==> config.mk <==
export PLATFORM = sky130hd
export DESIGN_NAME = alu_mdu_flat
export DESIGN_NICKNAME = d
export VERILOG_FILES = /design/src/rtl/alu_mdu_if.sv /design/src/rtl/alu_mdu.sv /design/src/flat_wrapper.sv
export SDC_FILE = /design/constraint.sdc
export NUM_CORES = 1
export LEC_CHECK = 0
export CAP_MARGIN = 20
export CORE_AREA = 2 2 209 211
export CTS_BUF_LIST = sky130_fd_sc_hd__clkbuf_8
export CTS_CLUSTER_SIZE = 20
export DETAILED_ROUTE_END_ITERATION = 6
export DIE_AREA = 0 0 211 213
export DONT_BUFFER_PORTS = 1
export PLACE_DENSITY = 0.71
export SKIP_LAST_GASP = 1
export SLEW_MARGIN = 20
export SYNTH_ARGS = -nofsm -noshare
export SYNTH_HDL_FRONTEND = slang
export SYNTH_SLANG_ARGS = --single-unit
==> constraint.sdc <==
create_clock -name clock -period 3.4 [get_ports clock]
set_input_delay 0.34 -clock clock [delete_from_list [all_inputs] [get_ports clock]]
set_output_delay 0.34 -clock clock [all_outputs]
set_load 0.05 [all_outputs]
==> src/rtl/alu_mdu_if.sv <==
// Request/result bundle between the pipeline control and the alu_mdu unit.
// The master drives the request side; the slave (the unit) drives results.
interface alu_mdu_if #(
    parameter int WIDTH = 32
);
    logic             start;
    logic [4:0]       op;
    logic [WIDTH-1:0] a;
    logic [WIDTH-1:0] b;
    logic [WIDTH-1:0] s;
    logic [WIDTH-1:0] hi;
    logic             z;
    logic             busy;
    logic             done;
    logic             dz;

    modport master (
        output start, op, a, b,
        input  s, hi, z, busy, done, dz
    );

    modport slave (
        input  start, op, a, b,
        output s, hi, z, busy, done, dz
    );
endinterface

==> src/rtl/alu_mdu.sv <==
// Registered execution unit: single-cycle ALU ops plus iterative unsigned
// multiply (shift-add) and divide (restoring), one bit per clock in RUN.
// Working registers are kept apart from s/hi so partial results never show.
module alu_mdu #(
    parameter int WIDTH = 32,
    parameter int SHW   = $clog2(WIDTH)
) (
    input  logic       clock,
    input  logic       resetn,
    alu_mdu_if.slave   bus
);

    typedef enum logic {IDLE, RUN} state_t;

    localparam logic [SHW-1:0] LAST_ITER = SHW'(WIDTH - 1);

    state_t           state_q, state_d;
    logic [SHW-1:0]   cnt_q, cnt_d;
    logic             is_div_q, is_div_d;
    logic [WIDTH-1:0] wrk_hi_q, wrk_hi_d;   // accumulator / partial remainder
    logic [WIDTH-1:0] wrk_lo_q, wrk_lo_d;   // multiplier bits / dividend->quotient
    logic [WIDTH-1:0] opb_q, opb_d;         // multiplicand / divisor
    logic [WIDTH-1:0] s_q, s_d;
    logic [WIDTH-1:0] hi_q, hi_d;
    logic             z_q, z_d;
    logic             done_q, done_d;
    logic             dz_q, dz_d;

    logic [WIDTH-1:0]        alu_res;
    logic [SHW-1:0]          shamt;
    logic signed [WIDTH-1:0] b_signed;
    logic [WIDTH:0]          mul_sum;
    logic [WIDTH:0]          div_trial;
    logic [WIDTH:0]          div_diff;
    logic [WIDTH-1:0]        step_hi;
    logic [WIDTH-1:0]        step_lo;

    // Single-cycle ALU result from the live operands (used only at acceptance).
    always_comb begin
        alu_res  = '0;
        shamt    = bus.a[SHW-1:0];
        b_signed = bus.b;
        casez (bus.op[3:0])
            4'b?000: alu_res = bus.a + bus.b;
            4'b?100: alu_res = bus.a - bus.b;
            4'b?001: alu_res = bus.a & bus.b;
            4'b?101: alu_res = bus.a | bus.b;
            4'b?010: alu_res = bus.a ^ bus.b;
            4'b?110: alu_res = bus.b << 16;
            4'b0011: alu_res = bus.b << shamt;
            4'b0111: alu_res = bus.b >> shamt;
            4'b1111: alu_res = $unsigned(b_signed >>> shamt);
            default: alu_res = '0;
        endcase
    end

    // One iteration step of multiply (shift-add) or divide (restoring).
    always_comb begin
        mul_sum   = {1'b0, wrk_hi_q} + {1'b0, (wrk_lo_q[0] ? opb_q : '0)};
        div_trial = {wrk_hi_q, wrk_lo_q[WIDTH-1]};
        div_diff  = div_trial - {1'b0, opb_q};
        step_hi   = wrk_hi_q;
        step_lo   = wrk_lo_q;
        if (is_div_q) begin
            // Borrow out (top bit set) means the trial subtraction failed: restore.
            if (div_diff[WIDTH]) begin
                step_hi = div_trial[WIDTH-1:0];
                step_lo = {wrk_lo_q[WIDTH-2:0], 1'b0};
            end else begin
                step_hi = div_diff[WIDTH-1:0];
                step_lo = {wrk_lo_q[WIDTH-2:0], 1'b1};
            end
        end else begin
            // Shift the carry-extended sum right into the multiplier register.
            step_hi = mul_sum[WIDTH:1];
            step_lo = {mul_sum[0], wrk_lo_q[WIDTH-1:1]};
        end
    end

    // Next-state and result logic for the IDLE/RUN controller.
    always_comb begin
        state_d  = state_q;
        cnt_d    = cnt_q;
        is_div_d = is_div_q;
        wrk_hi_d = wrk_hi_q;
        wrk_lo_d = wrk_lo_q;
        opb_d    = opb_q;
        s_d      = s_q;
        hi_d     = hi_q;
        z_d      = z_q;
        done_d   = 1'b0;
        dz_d     = dz_q;

        case (state_q)
            IDLE: begin
                if (bus.start) begin
                    dz_d = 1'b0;
                    if (!bus.op[4]) begin
                        s_d    = alu_res;
                        z_d    = (alu_res == '0);
                        done_d = 1'b1;
                    end else if (bus.op[3:0] == 4'b0000 ||
                                 (bus.op[3:0] == 4'b0001 && bus.b != '0)) begin
                        state_d  = RUN;
                        cnt_d    = '0;
                        is_div_d = bus.op[0];
                        wrk_hi_d = '0;
                        wrk_lo_d = bus.a;
                        opb_d    = bus.b;
                    end else if (bus.op[3:0] == 4'b0001) begin
                        // Zero divisor: flag it and finish immediately.
                        s_d    = '1;
                        hi_d   = bus.a;
                        z_d    = 1'b0;
                        dz_d   = 1'b1;
                        done_d = 1'b1;
                    end else begin
                        s_d    = '0;
                        hi_d   = '0;
                        z_d    = 1'b1;
                        done_d = 1'b1;
                    end
                end
            end
            RUN: begin
                wrk_hi_d = step_hi;
                wrk_lo_d = step_lo;
                cnt_d    = cnt_q + SHW'(1);
                if (cnt_q == LAST_ITER) begin
                    state_d = IDLE;
                    s_d     = step_lo;
                    hi_d    = step_hi;
                    z_d     = (step_lo == '0);
                    done_d  = 1'b1;
                end
            end
            default: state_d = IDLE;
        endcase
    end

    // State and result registers; reset aborts any operation in flight.
    always_ff @(posedge clock or negedge resetn) begin
        if (!resetn) begin
            state_q  <= IDLE;
            cnt_q    <= '0;
            is_div_q <= 1'b0;
            wrk_hi_q <= '0;
            wrk_lo_q <= '0;
            opb_q    <= '0;
            s_q      <= '0;
            hi_q     <= '0;
            z_q      <= 1'b1;
            done_q   <= 1'b0;
            dz_q     <= 1'b0;
        end else begin
            state_q  <= state_d;
            cnt_q    <= cnt_d;
            is_div_q <= is_div_d;
            wrk_hi_q <= wrk_hi_d;
            wrk_lo_q <= wrk_lo_d;
            opb_q    <= opb_d;
            s_q      <= s_d;
            hi_q     <= hi_d;
            z_q      <= z_d;
            done_q   <= done_d;
            dz_q     <= dz_d;
        end
    end

    assign bus.s    = s_q;
    assign bus.hi   = hi_q;
    assign bus.z    = z_q;
    assign bus.busy = (state_q == RUN);
    assign bus.done = done_q;
    assign bus.dz   = dz_q;

endmodule

==> src/flat_wrapper.sv <==
// flat-port wrapper written by rule: the top's interface ports become plain ports
module alu_mdu_flat 
#(
    parameter int WIDTH = 32,
    parameter int SHW   = $clog2(WIDTH)
)
  (clock, resetn, bus_start, bus_op, bus_a, bus_b, bus_s, bus_hi, bus_z, bus_busy, bus_done, bus_dz);
  alu_mdu_if #(.WIDTH(WIDTH)) bus_i ();
  input  logic clock;
  input  logic resetn;
  input wire logic [$bits(bus_i.start)-1:0] bus_start;
  input wire logic [$bits(bus_i.op)-1:0] bus_op;
  input wire logic [$bits(bus_i.a)-1:0] bus_a;
  input wire logic [$bits(bus_i.b)-1:0] bus_b;
  output wire logic [$bits(bus_i.s)-1:0] bus_s;
  output wire logic [$bits(bus_i.hi)-1:0] bus_hi;
  output wire logic [$bits(bus_i.z)-1:0] bus_z;
  output wire logic [$bits(bus_i.busy)-1:0] bus_busy;
  output wire logic [$bits(bus_i.done)-1:0] bus_done;
  output wire logic [$bits(bus_i.dz)-1:0] bus_dz;
  assign bus_i.start = bus_start;
  assign bus_i.op = bus_op;
  assign bus_i.a = bus_a;
  assign bus_i.b = bus_b;
  assign bus_s = bus_i.s;
  assign bus_hi = bus_i.hi;
  assign bus_z = bus_i.z;
  assign bus_busy = bus_i.busy;
  assign bus_done = bus_i.done;
  assign bus_dz = bus_i.dz;
  alu_mdu #(.WIDTH(WIDTH), .SHW(SHW)) u_core (.clock(clock), .resetn(resetn), .bus(bus_i));
endmodule
==> flow_metrics.env <==
export IMPL_status="finished with violations"
export IMPL_failed_checks="hold timing, setup timing"
export IMPL_numCtsBuffers=17
export IMPL_drtAntennaViolNets=0
export IMPL_drc=0
export IMPL_synthArstFlopShare_pct=100
export IMPL_rsz0062_at_grt="true"
export IMPL_die_h_um=213
export IMPL_start_util_pct=49.3
export IMPL_arrival_ns=4.72
export IMPL_whs_ns=-0.551
export IMPL_crit_required_ns=3.91
export IMPL_use_met3_pct=13.1
export IMPL_cp_slowest_cell="or4_4"
export IMPL_vias=24400
export IMPL_die_area_um2=44900
export IMPL_min_period_ns=4.21
export IMPL_finalHoldViolCount=170
export IMPL_hold_buffers=56
export IMPL_fin_crit_sh_pct=124
export IMPL_ys_ff_latch=170
export IMPL_fin_area_um2=27800
export IMPL_cts_sinks=170
export IMPL_h_tree_depth=4
export IMPL_final_core_util_pct=65.0
export IMPL_fillers=3696
export IMPL_worstSkewPairLatency_ns=0.57
export IMPL_setup_slack_ns=-0.810
export IMPL_max_slew_margin_pct=23.7
export IMPL_gp_congestion=1.09
export IMPL_synth_edff_count=0
export IMPL_gr_max_usage_layer="met2"
export IMPL_num_io_pins=140
export IMPL_vias_per_cell=6.72
export IMPL_regArea_um2=4260
export IMPL_drive_above_1_share_pct=31.2
export IMPL_grtUsageMet2_pct=67.2
export IMPL_power_density_nw_per_um2=811
export IMPL_clockBufferDepth=2
export IMPL_cts_root_buffer="clkbuf_8"
export IMPL_yosysTopAreaCell="dfrtp_1"
export IMPL_worst_setup_path_start_kind="input port"
export IMPL_slew_violations=0
export IMPL_critPathMostFrequentCell="or4_4"
export IMPL_place_area_um2=24800
export IMPL_coreArea_um2=42700
export IMPL_finish_net_count=3302
export IMPL_synthToLayoutAreaGrowth_pct=31.8
export IMPL_slowest_delay_ns=0.55
export IMPL_wl_per_cell_um=28.9
export IMPL_synth_fp_nets=2884
export IMPL_gr_total_overflow=0
export IMPL_dp_cells=3489
export IMPL_grt_use_total_pct=45.8
export IMPL_final_cell_count_no_fill=3629
export IMPL_dr_pass1_iters=5
export IMPL_synth_cell_types=97
export IMPL_final_setup_skew_ns=0.0262
export IMPL_multi_input_area_um2=16900
export IMPL_grt_pass1_wl_um=151000
export IMPL_yosys_warnings=0
export IMPL_clkSlewWorstSetupHoldPaths_ns=0.10
export IMPL_drt_iter0_drc=3388
export IMPL_yosysMostFrequentCell="nand2_1"
export IMPL_grt_max_degree=171
export IMPL_synth_commonest_cells="281 x nand2_1, 229 x nor2_1, 209 x a21oi_1, 190 x o21ai_0, 169 x dfrtp_1"
export IMPL_drt_total_wl_um=105000
export IMPL_synthTopCellsByArea="dfrtp_1 20%, ha_1 9.6%, mux4_2 6.1%"
export IMPL_holdCritPathClass="in -> async"
export IMPL_finalSetupViolCount=83
export IMPL_portBuffers=0
export IMPL_antenna_found_initial=8
export IMPL_synth_cells=2647
export IMPL_hpwl_um=76200
export IMPL_path_cells="clkinv_16, ha_4, or4b_4, or4_4, nor2_4, a31oi_2, xnor2_1, ha_1, and3_4, and4_1, a32oi_4, o21ai_4, o21ai_2, a211oi_1, or3b_4, nor4b_4, nand4b_1, or4_4, a21oi_2"
export IMPL_path_max_fanout=11
export IMPL_grt_pass1_vias=23100
export IMPL_crit_type="in -> reg"
export IMPL_endpoint_kind="register"
export IMPL_synth_flop_cell="dfrtp_1"
export IMPL_grt_use_met1_pct=60.7
export IMPL_ir_drop_v=0.000795
export IMPL_tightest_slew_ns=1.14
export IMPL_p_leak_nw=12.2
export IMPL_synth_cell_area_um2=21100
export IMPL_row_count=76
export IMPL_fp_dieW_um=211
export IMPL_maxCapViolCount=0
export IMPL_syn_area_per_cell_um2=7.95
export IMPL_netlist_area_leader_share_pct=20.1
export IMPL_fmax_mhz=238
export IMPL_cts_tree="built"
export IMPL_synth_seq_area_share_pct=20.2
==> cell usage in the layout (no fill, tap or decap), drive strengths merged, types with 11 or more instances in the layout <==
| master | instances |
|---|---|
| buf | 541 |
| nand2 | 281 |
| nor2 | 229 |
| a21oi | 209 |
| o21ai | 201 |
| dfrtp | 169 |
| ha | 162 |
| inv | 132 |
| mux2i | 95 |
| xnor2 | 76 |
| mux4 | 64 |
| dlygate4sd3 | 56 |
| mux2 | 56 |
| a211oi | 55 |
| a21o | 54 |
| a31oi | 53 |
| nand3 | 52 |
| o211ai | 49 |
| and2 | 48 |
| nor3 | 36 |
| o22ai | 36 |
| nand2b | 29 |
| o21a | 27 |
| xor2 | 24 |
| nor2b | 20 |
| and3 | 20 |
| nand4 | 18 |
| clkbuf | 18 |
| nor4 | 16 |
| a221oi | 14 |
| o22a | 13 |
| o21bai | 12 |
| a21boi | 12 |
| o31ai | 12 |
| or2 | 11 |
| or3 | 11 |
| clkinv | 11 |
==> power by group <==
group	internal [W]	switching, W	total, W
Sequential	0.00294	0.00243	0.00538
Clock	0.000689	0.000894	0.00158
Combinational	0.00762	0.00793	0.0155
==> layout make-up <==
cell class                      instances  share of cell area [%]
Multi-Input combinational cell       2147                    60.9
Timing Repair Buffer                  597                    17.8
Sequential cell                       170                    15.4
Tap cell                              546                    2.46
Inverter                              132                    1.93
Clock buffer                           18                   0.893
Clock inverter                         14                   0.591
Antenna cell                            5                  0.0451
==> routing by layer <==
| metal | vias to the layer above | share of wire [%] |
|---|---|---|
| li1 | 10600 | - |
| met1 | 11800 | 40 |
| met2 | 1610 | 42 |
| met3 | 375 | 12 |
| met4 | 6 | 6.2 |
| met5 | - | 0.039 |
==> kinds of logic after synthesis <==
logic type | count (synthesis) | synth area share, %
and+or+nand+nor | 801 | 17.7
adders and majority gates | 165 | 9.91
AOI/OAI and AO/OA | 866 | 26.7
xor gates and xnor gates | 100 | 4.16
muxes | 215 | 14.5
DFF | 170 | 20.2
buffers and inverters | 330 | 6.87
==> metrics by stage <==
step	hold slack [ns]	setup TNS (ns)	total power, W	setup slack, ns
3_3_place_gp	0.0473	-76.54	0.0173	-1.50
2_1_floorplan	0.0444	-11.39	0.0127	-1.24
6_report	-0.551	-18.75	0.0225	-0.810
5_1_grt	-0.567	-25.67	0.0237	-0.944
3_5_place_dp	0.0466	-86.37	0.0176	-1.61
4_1_cts	-0.580	-9.66	0.0209	-0.707
==> flip-flops by register name, indices dropped and copies added, names as in the netlist, 5 cells and up <==
register,flops
u_core.wrk_hi_q,32
u_core.wrk_lo_q,32
u_core.bus.s,32
u_core.opb_q,32
u_core.bus.hi,32
u_core.cnt_q,5
==> path summary, 6_finish.rpt <==
path	start	end	slack, ns	cells after the start
worst max-delay path	bus_b[1]	u_core.bus.z	-0.81	19
worst min-delay path	resetn	u_core.bus.hi[7]	-0.55	0
min in group clock	bus_a[29]	u_core.bus.hi[29]	0.02	3
worst min register to register	u_core.cnt_q[0]	u_core.cnt_q[0]	0.52	1
max in group asynchronous	resetn	u_core.wrk_lo_q[12]	3.61	0
worst max register to register	u_core.wrk_lo_q[31]	u_core.bus.hi[4]	-0.36	18
==> critical path, delay by kind of cell <==
family / cells / cell delay, ns
AO/OA/AOI/OAI: 6 / 0.86
XOR/XNOR: 1 / 0.13
AND/OR/NAND/NOR: 9 / 2.92
buffers and inverters: 1 / 0.03
adder cells (fa/ha/maj): 2 / 0.42
==> what timing repair did <==
action,CTS,global route
buffers inserted,42,18
resized for setup,206,133
setup endpoints to repair,87,88
endpoints found under the hold margin,226,170
cloned,3,0
pin swaps,115,71
Power figures use the tool's default switching activity.
